$ cat src/rtl/program_loader_pkg.sv
// rtl/program_loader_pkg.sv - shared constants and loader state type
package program_loader_pkg;

  localparam logic [1:0] ACCESS_BYTE = 2'd0;
  localparam logic [1:0] ACCESS_HALF = 2'd1;
  localparam logic [1:0] ACCESS_WORD = 2'd2;

  localparam int BYTES_PER_WORD = 4;

  typedef enum logic [1:0] {
    ST_IDLE    = 2'd0,
    ST_COLLECT = 2'd1,
    ST_WRITE   = 2'd2,
    ST_DONE    = 2'd3
  } loader_state_t;

  // Byte address of word idx; wraps modulo 2^32.
  function automatic logic [31:0] word_address(input logic [31:0] base, input logic [31:0] idx);
    return base + {idx[29:0], 2'b00};
  endfunction

endpackage

$ cat src/rtl/program_loader_if.sv
// rtl/program_loader_if.sv - control, byte stream and memory setup bus of the loader
interface program_loader_if #(
  parameter int LEN_WIDTH = 16
);
  logic                 start;
  logic [31:0]          base_address;
  logic [LEN_WIDTH-1:0] length_words;
  logic                 in_valid;
  logic [7:0]           in_byte;
  logic                 in_ready;
  logic                 setup_write;
  logic [31:0]          setup_address;
  logic [31:0]          setup_data_in;
  logic                 core_reset;
  logic                 busy;
  logic                 done;

  modport master (
    output start, base_address, length_words, in_valid, in_byte,
    input  in_ready, setup_write, setup_address, setup_data_in, core_reset, busy, done
  );

  modport slave (
    input  start, base_address, length_words, in_valid, in_byte,
    output in_ready, setup_write, setup_address, setup_data_in, core_reset, busy, done
  );
endinterface

$ cat src/rtl/program_loader_word_assembler.sv
// rtl/program_loader_word_assembler.sv - little-endian byte-to-word assembly
module word_assembler (
  input  logic        i_clock,
  input  logic        i_reset,
  input  logic        i_clear,
  input  logic        i_accept,
  input  logic [7:0]  i_byte,
  output logic [31:0] o_word_next,
  output logic        o_word_complete
);

  logic [1:0]  r_byte_cnt;
  logic [31:0] r_word;

  // Word as it will look once the current byte is inserted; lets the
  // loader capture a full word on the same edge that takes byte 3.
  always_comb begin
    o_word_next = r_word;
    case (r_byte_cnt)
      2'd0:    o_word_next[7:0]   = i_byte;
      2'd1:    o_word_next[15:8]  = i_byte;
      2'd2:    o_word_next[23:16] = i_byte;
      default: o_word_next[31:24] = i_byte;
    endcase
  end

  assign o_word_complete = i_accept && (r_byte_cnt == 2'd3);

  always_ff @(posedge i_clock) begin
    if (i_reset || i_clear) begin
      r_byte_cnt <= 2'd0;
      r_word     <= 32'd0;
    end else if (i_accept) begin
      r_byte_cnt <= r_byte_cnt + 2'd1;
      r_word     <= o_word_next;
    end
  end

endmodule

$ cat src/rtl/program_loader.sv
// rtl/program_loader.sv - streams bytes into core memory words, then releases core reset
module program_loader
  import program_loader_pkg::*;
#(
  parameter int LEN_WIDTH = 16
) (
  input  logic             i_clock,
  input  logic             i_reset,
  program_loader_if.slave  bus
);

  loader_state_t        r_state;
  logic [31:0]          r_base;
  logic [LEN_WIDTH-1:0] r_len;
  logic [LEN_WIDTH-1:0] r_word_idx;
  logic                 r_setup_write;
  logic [31:0]          r_setup_address;
  logic [31:0]          r_setup_data;

  logic                 w_accept;
  logic                 w_start_ok;
  logic [31:0]          w_word_next;
  logic                 w_word_complete;
  logic [LEN_WIDTH-1:0] w_idx_next;

  assign w_accept   = bus.in_valid && (r_state == ST_COLLECT);
  assign w_start_ok = bus.start && ((r_state == ST_IDLE) || (r_state == ST_DONE));
  assign w_idx_next = r_word_idx + LEN_WIDTH'(1);

  word_assembler u_word_assembler (
    .i_clock         (i_clock),
    .i_reset         (i_reset),
    .i_clear         (w_start_ok),
    .i_accept        (w_accept),
    .i_byte          (bus.in_byte),
    .o_word_next     (w_word_next),
    .o_word_complete (w_word_complete)
  );

  always_ff @(posedge i_clock) begin
    if (i_reset) begin
      r_state         <= ST_IDLE;
      r_base          <= 32'd0;
      r_len           <= '0;
      r_word_idx      <= '0;
      r_setup_write   <= 1'b0;
      r_setup_address <= 32'd0;
      r_setup_data    <= 32'd0;
    end else begin
      r_setup_write <= 1'b0;
      case (r_state)
        ST_IDLE, ST_DONE: begin
          if (bus.start) begin
            r_base     <= bus.base_address;
            r_len      <= bus.length_words;
            r_word_idx <= '0;
            r_state    <= (bus.length_words == '0) ? ST_DONE : ST_COLLECT;
          end
        end
        ST_COLLECT: begin
          // Strobe and payload are registered here so WRITE drives them directly.
          if (w_word_complete) begin
            r_state         <= ST_WRITE;
            r_setup_write   <= 1'b1;
            r_setup_address <= word_address(r_base, 32'(r_word_idx));
            r_setup_data    <= w_word_next;
          end
        end
        ST_WRITE: begin
          r_word_idx <= w_idx_next;
          r_state    <= (w_idx_next == r_len) ? ST_DONE : ST_COLLECT;
        end
        default: r_state <= ST_IDLE;
      endcase
    end
  end

  assign bus.in_ready      = (r_state == ST_COLLECT);
  assign bus.busy          = (r_state == ST_COLLECT) || (r_state == ST_WRITE);
  assign bus.done          = (r_state == ST_DONE);
  assign bus.core_reset    = (r_state != ST_DONE);
  assign bus.setup_write   = r_setup_write;
  assign bus.setup_address = r_setup_address;
  assign bus.setup_data_in = r_setup_data;

endmodule

$ cat src/flat_wrapper.sv
// flat-port wrapper written by rule: the top's interface ports become plain ports
module program_loader_flat import program_loader_pkg::*;
#(
  parameter int LEN_WIDTH = 16
)
  (i_clock, i_reset, bus_start, bus_base_address, bus_length_words, bus_in_valid, bus_in_byte, bus_in_ready, bus_setup_write, bus_setup_address, bus_setup_data_in, bus_core_reset, bus_busy, bus_done);
  program_loader_if #(.LEN_WIDTH(LEN_WIDTH)) bus_i ();
  input  logic i_clock;
  input  logic i_reset;
  input wire logic [$bits(bus_i.start)-1:0] bus_start;
  input wire logic [$bits(bus_i.base_address)-1:0] bus_base_address;
  input wire logic [$bits(bus_i.length_words)-1:0] bus_length_words;
  input wire logic [$bits(bus_i.in_valid)-1:0] bus_in_valid;
  input wire logic [$bits(bus_i.in_byte)-1:0] bus_in_byte;
  output wire logic [$bits(bus_i.in_ready)-1:0] bus_in_ready;
  output wire logic [$bits(bus_i.setup_write)-1:0] bus_setup_write;
  output wire logic [$bits(bus_i.setup_address)-1:0] bus_setup_address;
  output wire logic [$bits(bus_i.setup_data_in)-1:0] bus_setup_data_in;
  output wire logic [$bits(bus_i.core_reset)-1:0] bus_core_reset;
  output wire logic [$bits(bus_i.busy)-1:0] bus_busy;
  output wire logic [$bits(bus_i.done)-1:0] bus_done;
  assign bus_i.start = bus_start;
  assign bus_i.base_address = bus_base_address;
  assign bus_i.length_words = bus_length_words;
  assign bus_i.in_valid = bus_in_valid;
  assign bus_i.in_byte = bus_in_byte;
  assign bus_in_ready = bus_i.in_ready;
  assign bus_setup_write = bus_i.setup_write;
  assign bus_setup_address = bus_i.setup_address;
  assign bus_setup_data_in = bus_i.setup_data_in;
  assign bus_core_reset = bus_i.core_reset;
  assign bus_busy = bus_i.busy;
  assign bus_done = bus_i.done;
  program_loader #(.LEN_WIDTH(LEN_WIDTH)) u_core (.i_clock(i_clock), .i_reset(i_reset), .bus(bus_i));
endmodule
$ cat config.mk
export PLATFORM = sky130hd
export DESIGN_NAME = program_loader_flat
export DESIGN_NICKNAME = d
export VERILOG_FILES = /design/src/rtl/program_loader_pkg.sv /design/src/rtl/program_loader_if.sv /design/src/rtl/program_loader_word_assembler.sv /design/src/rtl/program_loader.sv /design/src/flat_wrapper.sv
export SDC_FILE = /design/constraint.sdc
export NUM_CORES = 1
export LEC_CHECK = 0
export CAP_MARGIN = 20
export CORE_AREA = 4 4 126 128
export DETAILED_ROUTE_END_ITERATION = 10
export DIE_AREA = 0 0 130 132
export PLACE_DENSITY_LB_ADDON = 0.05
export SETUP_SLACK_MARGIN = 0.3
export SYNTH_ARGS = -nofsm -noshare
export SYNTH_HDL_FRONTEND = slang
export SYNTH_SLANG_ARGS = --single-unit
$ cat constraint.sdc
create_clock -name i_clock -period 5.29 [get_ports i_clock]
set_clock_uncertainty 0.15 [all_clocks]
set_input_delay 1.058 -clock i_clock [delete_from_list [all_inputs] [get_ports i_clock]]
set_output_delay 1.058 -clock i_clock [all_outputs]
set_load 0.005 [all_outputs]
==> results.cfg, run 1 <==
[clock_network]
clk_path_buf_depth = 2
clock-sinks = 165
path_clk_slew_ns = 0.06
root_buffer = clkbuf_16
postCtsResizedCells = 0
cts-buffers-inserted = 17
cts_tree = done
post_cts_buffers = 0
cts_htree_levels = 4
clkLatencyLatePin_ns = 0.42
holdBufCountCts = 0

[floorplanning]
ios = 129
core.rowCount = 45
initial_utilization = 0.534
die_w_um = 130
die_y_um = 132
dieArea_mm2 = 0.0172
coreArea_mm2 = 0.0149

[critical_path]
timing.rr.end = u_core.bus.setup_address[28]
rrSetupSlack_ns = 2.14
reg2reg_depth = 9
crit_arrival_ns = 3.27
start_kind = flop
crit_chain = ha_1, fa_1, a21o_1, a22o_1, o311a_1, o31ai_4, nand3b_1, xor2_1, a211oi_1
path_max_fanout = 10
crit_required_ns = 5.41
worstSetupPathType = flop to flop
slowest_stage = o31ai_4
critPathMaxStageDelay_ns = 0.50
reg2reg_from = u_core.r_word_idx[0]
end_kind = flop

[cells_and_area]
syn_to_final_growth_pct = 23.7
stdcell_count = 1270
nFillCells = 1315
layout.nets = 1157
diodes = 0
final_layout_size_suffix_gt1_frac = 0.0490

[grt]
grt_pass1_wl_um = 32000
grt_use_total = 0.228
grt_pass1_vias = 6467
grt-ovfl-total = 0
grt_max_degree = 80
antenna_found_initial = 0

[min_path]
hold_class = flop to flop
whs_path_depth = 2
hp-start = u_core.r_base[1]
hold_end = u_core.bus.setup_address[1]

[pwr]
powerDensity_mw_per_mm2 = 356
p_leak_nw = 3.36
vdd_drop_max_mv = 0.267

[detailed_routing]
wl_per_cell_um = 15.5
ant_nets = 0
drc = 0
drtIter0Drc = 540
wl_um = 19600
avgViaCountPerCell = 5.51
drt_first_pass_iters = 5
vias = 7004

[synth]
synthesis.area_mm2 = 0.00793
synth-seq-area-share = 0.416
async_flop_share = 0
yosysWarnings = 0
syn_avg_cell_area_um2 = 8.02
synth_edf_count = 0
yosysMostFrequentCell = nand2_1
synth.distinct_cells = 57
synth_fp_nets = 1076
yosys.area.top_type = dfxtp_1
syn_inst = 989
yosys-top-cells-count = 185 x nand2_1, 165 x dfxtp_1, 122 x a21oi_1
synth_top_area_frac = 0.416
synth-main-ff-cell = dfxtp_1
synth_seq_cells = 165
synth.area.top_cells = dfxtp_1 42%, nand2_1 8.8%, a21oi_1 7.7%, a211oi_1 4.5%, mux2i_1 4.4%

[place]
port_buffers = 128
place_inst = 1239
post-dp-hpwl_um = 13600
gp_congestion = 0.876

[timing]
tightest_slew_ns = 0.965
tns_ns = 0
max_freq_mhz = 317
final.min_clock_period_ns = 3.15
final_hold_viol_count = 0
setup_viol_count_final = 0
finalCritPeriodShare = 0.596
rsz0062_at_grt = false
relSlewSlack = 0.357
finalMaxSlewViolations = 0

[run]
max-cap-violations = 0

[run_status]
status = complete, no violations
per-stage QoR:
| step | hold WS, ns | utilization | setup WS [ns] | power [mW] | area (µm²) |
|---|---|---|---|---|---|
| finish | 0.304 | 0.660 | 2.14 | 3.49 | 9810 |
| global route | 0.325 | 0.660 | 1.94 | 3.68 | 9810 |
| CTS | 0.305 | 0.660 | 2.12 | 3.51 | 9810 |
| detailed placement | 0.295 | 0.620 | 1.82 | 2.28 | 9220 |
| global placement | 0.290 | 0.620 | 1.87 | 2.27 | 9220 |
| floorplan | 0.282 | - | 2.56 | 2.03 | 7930 |
where the power goes:
group / internal, mW / switching, mW / total, mW
combinational: 0.305 / 0.522 / 0.827
clock: 0.712 / 0.519 / 1.23
sequential: 1.35 / 0.0866 / 1.43
cells by family after synthesis:
| group | synth area share |
|---|---|
| buffers and inverters | 0.0415 |
| adder cells (fa/ha/maj) | 0.0435 |
| flip-flops | 0.416 |
| XOR/XNOR | 0.0453 |
| AO/OA/AOI/OAI | 0.182 |
| multiplexers | 0.0442 |
| AND/OR/NAND/NOR | 0.227 |
sequential cells by signal, summed over array words and instances (netlist names):
signal	count
u_core.bus.setup_address	32
u_core.bus.setup_data_in	32
u_core.bus.setup_write	1
u_core.r_base	32
u_core.r_len	16
u_core.r_state	2
u_core.r_word_idx	16
u_core.u_word_assembler.r_byte_cnt	2
u_core.u_word_assembler.r_word	32
layer usage:
metal  GRT usage  routed length [µm]  share of wire
met5           0                   0              0
met4      0.0491                 186         0.0095
met3      0.0486                 884          0.045
met2       0.357                9020           0.46
met1       0.324                9530           0.49
placed cells by master, fill, tap and decap left out, types with 26 or more instances in the layout:
cell | synthesis | routed
nand2_1 | 185 | 185
a21oi_1 | 122 | 122
a211oi_1 | 48 | 48
mux2i_1 | 35 | 35
nor2_1 | 91 | 91
xnor2_1 | 30 | 30
clkdlybuf4s50_1 | 0 | 127
nand3_1 | 45 | 45
dfxtp_1 | 165 | 165
ha_1 | 26 | 26
worst max-delay path, delay by kind of cell (launching register included):
family,cells,cell delay (ns)
XOR/XNOR,1,0.18
AO/OA/AOI/OAI,5,1.37
AND/OR/NAND/NOR,1,0.18
flip-flops,1,0.43
adder cells (fa/ha/maj),2,0.69
worst max-delay path by stage:
stage / from / to / slack (ns)
6_report: u_core.r_word_idx[0] / u_core.bus.setup_address[28] / 2.14
5_1_grt: u_core.r_word_idx[0] / u_core.bus.setup_address[28] / 1.94
4_1_cts: u_core.r_word_idx[0] / u_core.bus.setup_address[28] / 2.12
3_5_place_dp: bus_start / u_core.u_word_assembler.r_word[16] / 1.82
3_3_place_gp: bus_start / u_core.u_word_assembler.r_byte_cnt[1] / 1.87
2_1_floorplan: u_core.r_word_idx[0] / u_core.bus.setup_address[28] / 2.56
cell type report:
class	count	area, µm²	share of cell area
Sequential cell	165	3300	0.337
Multi-Input combinational cell	738	4310	0.439
Inverter	14	52.6	0.00536
Clock buffer	18	439	0.0448
Tap cell	188	235	0.0240
Timing Repair Buffer	134	1320	0.135
Clock inverter	13	150	0.0153
No activity file was read; power rests on OpenSTA's default activity.
==> inputs of run 2 (changes only) <==
--- a/config.mk
+++ b/config.mk
@@ -6,9 +6,9 @@
 export NUM_CORES = 1
 export LEC_CHECK = 0
 export CAP_MARGIN = 20
-export CORE_AREA = 4 4 126 128
+export CORE_AREA = 4 4 133 135
 export DETAILED_ROUTE_END_ITERATION = 10
-export DIE_AREA = 0 0 130 132
+export DIE_AREA = 0 0 137 139
 export PLACE_DENSITY_LB_ADDON = 0.05
 export SETUP_SLACK_MARGIN = 0.3
 export SYNTH_ARGS = -nofsm -noshare
==> constraint.sdc (replaced) <==
create_clock -name i_clock -period 2.76 [get_ports i_clock]
set_clock_uncertainty 0.15 [all_clocks]
set_input_delay 0.552 -clock i_clock [delete_from_list [all_inputs] [get_ports i_clock]]
set_output_delay 0.552 -clock i_clock [all_outputs]
set_load 0.005 [all_outputs]
==> run 2 against run 1 <==
Effect of this change:
- global-route usage shrank 0.67 points
- critical path depth grew 1
- worst setup slack lost 2.0 ns
- register-to-register slack lost 2.0 ns
- core utilization shrank 3.4 points
- clock power grew 95%
- non-clock buffer count grew 32
- final cell count grew 5.1%
- hold slack lost 0.0064 ns
- combinational power grew 110%
- routed wire length grew 6.3%
- first-iteration DRC count shrank 29%
- critical path type unchanged
- critical endpoint unchanged
==> results.cfg, run 2 (synthesis results as in run 1) <==
[floorplanning]
dieArea_mm2 = 0.0190
ios = 129
core.rowCount = 47
coreArea_mm2 = 0.0165
die_y_um = 139
initial_utilization = 0.482
die_w_um = 137

[pwr]
pwr-share-clk = 0.347
internal-power_mw = 4.63
powerDensity_mw_per_mm2 = 671
p_comb_frac = 0.253
power.total_mw = 6.91
p_sw_mw = 2.28
vdd_drop_max_mv = 0.480
p_seq_frac = 0.399
switching_share = 0.330
p_leak_nw = 3.55

[detailed_routing]
wl_um = 20900
drtIter0Drc = 384
drc = 0
ant_nets = 0
wl_per_cell_um = 15.6
drt_first_pass_iters = 5
avgViaCountPerCell = 5.34
vias = 7132

[grt]
grt_max_degree = 79
grt_pass1_wl_um = 34000
grt-ovfl-total = 0
grt_pass1_vias = 6521
grt_use_total = 0.221
antenna_found_initial = 1

[critical_path]
start_kind = flop
end_kind = flop
crit_arrival_ns = 2.84
crit_required_ns = 2.96
worstSetupPathType = flop to flop
path_max_fanout = 9

[timing]
relSlewSlack = 0.474
rsz0062_at_grt = true
tns_ns = 0
final_hold_viol_count = 0
finalCritPeriodShare = 0.954
tightest_slew_ns = 0.790
final.min_clock_period_ns = 2.63
max_freq_mhz = 380
finalMaxSlewViolations = 0
setup_viol_count_final = 0
worst_slack_ns = 0.126

[cells_and_area]
syn_to_final_growth_pct = 29.9
layout.nets = 1189
mostFrequentLayoutCells = 184 x nand2_1, 157 x dfxtp_1, 126 x clkdlybuf4s50_1
diodes = 0
layout_commonest_cell = nand2_1
final_layout_size_suffix_gt1_frac = 0.106

[clock_network]
cts_htree_levels = 4
clk_path_buf_depth = 2
cts-buffers-inserted = 17
clkLatencyLatePin_ns = 0.43
cts_tree = done
root_buffer = clkbuf_16
clock-sinks = 165
path_clk_slew_ns = 0.06

[run]
max-cap-violations = 0

[place]
post-dp-hpwl_um = 14500
port_buffers = 128
gp_congestion = 0.917
detailedPlace.worstSlack_ns = 0.0958

[run_status]
status = complete, no violations

[min_path]
hold_class = flop to flop
## run 2: cell types whose count changed in the layout (fill, tap and decap cells not counted), sizes merged
cell,before,now
buf,7,39
clkbuf,18,17
clkdlybuf4s50,127,126
clkinvlp,4,3
dlymetal6s2s,0,1
inv,17,20
## run 2: per-layer routing
metal	share of wire	vias up	track usage
met5	0	-	0
met4	0.012	0	0.0646
met3	0.047	19	0.0486
met2	0.46	158	0.334
met1	0.48	3280	0.317
li1	-	3675	-
## run 2: final timing paths
path                                    start                           end  slack, ns  cells after the start
hold / removal    u_core.bus.setup_address[5]   u_core.bus.setup_address[5]       0.30                      2
hold reg to reg   u_core.bus.setup_address[5]   u_core.bus.setup_address[5]       0.30                      2
setup reg to reg             u_core.r_base[2]  u_core.bus.setup_address[28]       0.13                     10
setup / recovery             u_core.r_base[2]  u_core.bus.setup_address[28]       0.13                     10
## run 2: area by class of cell
cell class | instances | area, µm²
sequential | 165 | 3320
fill | 1509 | 6160
inverter | 14 | 52.6
timing repair buffer | 166 | 1600
clock buffer | 17 | 425
multi-input combinational | 738 | 4460
clock inverter | 15 | 169
tap | 220 | 275
## run 2: metrics by stage
step / instances / util / area, µm² / hold WS (ns)
finish: 1335 / 0.626 / 10300 / 0.298
global placement: 1298 / 0.578 / 9520 / 0.289
CTS: 1331 / 0.618 / 10200 / 0.303
floorplan: 989 / - / 7950 / 0.282
detailed placement: 1298 / 0.578 / 9520 / 0.294
global route: 1335 / 0.626 / 10300 / 0.312
## run 2: critical path: stages, from the launching register on
cell	delay, ns
dfxtp_1	0.33
ha_4	0.17
fa_2	0.35
a21o_1	0.19
a22o_1	0.21
o311a_4	0.40
o31ai_4	0.21
buf_12	0.16
nand3b_1	0.11
xor2_1	0.06
a211oi_1	0.21
## run 2: what timing repair did
item / CTS / global route
hold buffers: 0 / 0
endpoints found under the setup margin: 16 / 25
buffers inserted: 1 / 4
pin swaps: 3 / 11
gates resized for setup: 11 / 32
## run 2: power by group through the flow
stage               clock (mW)  sequential, mW  combinational, mW
detailed placement           0            2.80               1.68
floorplan                    0            2.75               1.15
CTS                       2.45            2.75               1.70
global route              2.55            2.78               1.95
finish                    2.40            2.76               1.75
global placement             0            2.79               1.68
==> edit 1, RTL diff (settings of run 1) <==
Re-encode `loader_state_t` (4 states) as one-hot, 4 bits wide.
--- a/src/rtl/program_loader_pkg.sv
+++ b/src/rtl/program_loader_pkg.sv
@@ -7,11 +7,11 @@
 
   localparam int BYTES_PER_WORD = 4;
 
-  typedef enum logic [1:0] {
-    ST_IDLE    = 2'd0,
-    ST_COLLECT = 2'd1,
-    ST_WRITE   = 2'd2,
-    ST_DONE    = 2'd3
+  typedef enum logic [3:0] {
+    ST_IDLE    = 4'b0001,
+    ST_COLLECT = 4'b0010,
+    ST_WRITE   = 4'b0100,
+    ST_DONE    = 4'b1000
   } loader_state_t;
 
   // Byte address of word idx; wraps modulo 2^32.
Behaviour: no difference found for any inputs over 10 cycles, from zero or initial values and one cycle with i_reset high; not proved beyond that.
==> edit 1 against run 1 <==
Synthesized cell count rose by 5.0%; wire length increased by 8.0%; final area rose by 2.6%; synthesized area rose by 3.8%; critical path depth decreased by 5; via count rose by 8.8%; sequential cell count up 2; die area unchanged; non-clock buffer count up 1; worst setup slack lost 0.54 ns.
Power is not compared: it rests on default switching activity, and its combinational part moved more than twofold at a synthesized area within 25%.
==> edit 1: results (changes against run 1) <==
Final HPWL DP=14360 um (+5.5%); detailed router's first-iteration violation count=755 (+40%); All-Layer GR Usage=0.2454 (+0.01745); period utilization=0.6983 (+0.1022); synth cell count leaders=nand2_1 (181), dfxtp_1 (167), a21oi_1 (126), nor2_1 (82), clkbuf_1 (62); setup slack, reg-to-reg=2.08 ns (-0.06 ns); first-pass GRT wire length=34330 um (+7.1%); routing usage on met3=0.05429 (+0.005673); Placer Congestion=0.8391 (-4.2%); Seq/Total Area, Yosys=0.4061 (-0.01020); #FFs+latches synth=167 (+1.2%); register area=3343 um2 (+1.2%); Clock Network Area Fraction=0.05716 (-0.002904); met3 WL post-DR=1300 um (+47%); Critical Path End Type=output port; syn nets=1121 (+4.2%); ranking of synthesized cells by area=dfxtp_1 (41%), nand2_1 (8.3%), a21oi_1 (7.7%), mux2i_1 (4.3%), nor2_1 (3.7%); number of global-route vias before repair=6832 (+5.6%); placed cell count=1278 (+3.1%); Non-CTS buffers=135 (+0.75%); met2 capacity usage during global routing=0.3722 (+0.01519); status=finished, final reports clean; R2R depth=8 (-1); met2 wire len=9433 um (+4.6%); multi-input combinational area share=0.4492 (+0.01013); Routed WL=21200 um (+8.0%); vias per inst=5.811 (+5.4%); slowest stage cell, crit path=or3_1; largest net degree at the start of global routing=82 (+2.5%); M1 WL=10250 um (+7.5%); layout cell share with drive strength beyond 1=0.04274 (-0.006241); multi-input gates=778 (+5.4%); hold wc startpoint=u_core.bus.setup_address[5]; Worst Hold Path EP=u_core.bus.setup_address[5]; Syn Inst Count=1038 (+5.0%); Data arrival, critical path=2.49 ns (-0.78 ns); via count=7618 (+8.8%); Hold Slack=0.3031 ns (-0.001324 ns); critical-path maximum fanout=26 (+16); non-clk buf share=0.1342 (-0.0007199); Max transition margin=0.3586 (+0.001842); met1 Usage GRT=0.3559 (+0.03182); Worst Setup EP=bus_busy; Critical R2R Capture=u_core.bus.setup_address[26]
[edit 1: cell count changes after synthesis, moves of 5 or more]
cell             run 1  this run
a211oi_1            48        39
a311oi_1             5        10
nand3_1             45        53
buf_1               12         5
nor2_1              91        82
clkbuf_1            55        62
buf_2                5        13
nand2b_1             2        12
or4_1                0         9
o21a_1               1         9
xnor2_1             30        17
o31ai_1              3         9
o21ai_0             17        30
[edit 1: critical path: cells and delay by family, from the launching register on]
kind	cells	cell delay, ns
buffers and inverters	1	0.53
DFF	1	0.48
and+or+nand+nor	3	1.05
[edit 1: kinds of logic (layout without fill, tap and decap cells)]
family / after synthesis / count (layout) / share of synthesized area
and+or+nand+nor: 423 / 423 / 0.2408
AOI/OAI and AO/OA: 269 / 269 / 0.1994
DFF: 167 / 167 / 0.4061
buffers and inverters: 93 / 178 / 0.04545
muxes: 35 / 35 / 0.04256
xor gates and xnor gates: 28 / 28 / 0.02979
adders and majority gates: 23 / 23 / 0.03587
==> edit 2, RTL diff (config.mk and constraints of run 1) <==
Made on the original files. `LEN_WIDTH` is set to 16 in 3 places; all go to 8.
--- a/src/rtl/program_loader_if.sv
+++ b/src/rtl/program_loader_if.sv
@@ -1,6 +1,6 @@
 // rtl/program_loader_if.sv - control, byte stream and memory setup bus of the loader
 interface program_loader_if #(
-  parameter int LEN_WIDTH = 16
+  parameter int LEN_WIDTH = 8
 );
   logic                 start;
   logic [31:0]          base_address;
--- a/src/rtl/program_loader.sv
+++ b/src/rtl/program_loader.sv
@@ -2,7 +2,7 @@
 module program_loader
   import program_loader_pkg::*;
 #(
-  parameter int LEN_WIDTH = 16
+  parameter int LEN_WIDTH = 8
 ) (
   input  logic             i_clock,
   input  logic             i_reset,
--- a/src/flat_wrapper.sv
+++ b/src/flat_wrapper.sv
@@ -1,7 +1,7 @@
 // flat-port wrapper written by rule: the top's interface ports become plain ports
 module program_loader_flat import program_loader_pkg::*;
 #(
-  parameter int LEN_WIDTH = 16
+  parameter int LEN_WIDTH = 8
 )
   (i_clock, i_reset, bus_start, bus_base_address, bus_length_words, bus_in_valid, bus_in_byte, bus_in_ready, bus_setup_write, bus_setup_address, bus_setup_data_in, bus_core_reset, bus_busy, bus_done);
   program_loader_if #(.LEN_WIDTH(LEN_WIDTH)) bus_i ();
Ports: changed (resized bus_length_words); port bits go from 129 to 121. The function was not compared with the original's and may differ.
==> edit 2 against run 1 <==
Sequential share of layout area is 0.47 points lower; global-route usage down 0.31 points; synthesized area is 9.4% lower; largest power group unchanged; total power decreased by 8.4%; critical endpoint is now bus_busy; wire length decreased by 1.9%; highest routed layer unchanged; final area shrank 8.4%; sequential cell count is 16 lower; worst setup slack improved by 0.092 ns.
==> edit 2: results (changes against run 1) <==
slowest stage cell, crit path=clkdlybuf4s50_1; Worst Setup EP=bus_busy; status=finished, final reports clean; R2R depth=4 (-5); DR WL/cell=16.69 um (+8.0%); final-stage net count=1023 (-12%); Placement Cell Area=8309 um2 (-9.9%); Leakage=3.117 nW (-7.1%); VDD IR-drop max=0.0002167 V (-19%); via count=6598 (-5.8%); pre-CTS setup slack=1.735 ns (-0.08573 ns); Synth cell types=63 (+11%); Worst Setup SP=u_core.r_state[0]; Primary FF master, synth=dfxtp_1; Data arrival, critical path=1.85 ns (-1.42 ns); first-pass GRT wire length=31170 um (-2.7%); number of global-route vias before repair=6393 (-1.1%); setup slack, reg-to-reg=2.38 ns (+0.24 ns); synth cell count leaders=nand2_1 (150), dfxtp_1 (149), a21oi_1 (97), nand3_1 (60), nor2_1 (57); layout cell share with drive strength beyond 1=0.06218 (+0.01319); placed cell count=1118 (-9.8%); Synth Area per Inst=8.171 um2 (+1.9%); reg-to-reg critical path startpoint=u_core.r_base[11]; Routed WL=19240 um (-1.9%); ranking of synthesized cells by area=dfxtp_1 (41%), nand2_1 (7.8%), a21oi_1 (6.8%), mux2i_1 (4.7%), nand3_1 (4.2%); detailed router's first-iteration violation count=385 (-29%); Port Buffers=120 (-6.3%); syn nets=951 (-12%); Max transition margin=0.2784 (-0.07841); Final HPWL DP=12620 um (-7.3%); largest net degree at the start of global routing=110 (+38%); Critical R2R Capture=u_core.bus.setup_address[15]
-- edit 2: area by class of cell --
class | instances | area [um2]
Clock inverter | 13 | 171.4
Timing Repair Buffer | 128 | 1299
Fill cell | 1325 | 5878
Tap cell | 188 | 235.2
Clock buffer | 19 | 442.9
Sequential cell | 149 | 2983
Inverter | 13 | 48.80
Multi-Input combinational cell | 643 | 3806
-- edit 2: metal layers --
metal / track usage / vias up / routed length, um
met4: 0.06986 / 0 / 342
met5: 0 / - / 0
met2: 0.3691 / 219 / 9422
met3: 0.07699 / 31 / 1435
met1: 0.2773 / 3067 / 8042
li1: - / 3281 / -
-- edit 2: worst max-delay path, delay by kind of cell (launching register included) --
kind                     cells  cell delay, ns
buffers and inverters        3            0.66
flip-flops                   1            0.40
adder cells (fa/ha/maj)      1            0.37
-- edit 2: logic make-up after synthesis --
kind of cell | count (synthesis) | share of synthesized area
AO/OA/AOI/OAI | 219 | 0.1931
XOR/XNOR | 14 | 0.01705
adder cells (fa/ha/maj) | 19 | 0.03411
flip-flops | 149 | 0.4148
multiplexers | 35 | 0.04890
buffers and inverters | 88 | 0.05655
AND/OR/NAND/NOR | 356 | 0.2354
-- edit 2: worst min path at each step --
stage,to,slack (ns),cells after the start
after CTS,u_core.bus.setup_address[0],0.30,2
after global routing,u_core.bus.setup_address[4],0.32,2
after detailed placement,u_core.bus.setup_address[0],0.30,2
final,u_core.r_base[1],0.30,2
after floorplan,u_core.bus.setup_address[0],0.28,2
after global placement,u_core.bus.setup_address[1],0.29,2
-- edit 2: where the power goes --
part | leakage [nW] | switching, mW | internal [mW] | total [mW]
logic | 1.61 | 0.385 | 0.243 | 0.628
registers | 1.21 | 0.104 | 1.21 | 1.31
clock network | 0.300 | 0.492 | 0.762 | 1.25
-- edit 2: stage by stage --
step,utilization,hold slack [ns]
detailed placement,0.5590,0.2969
finish,0.6045,0.3041
global route,0.6045,0.3189
CTS,0.6003,0.3047
floorplan,-,0.2821
global placement,0.5590,0.2880
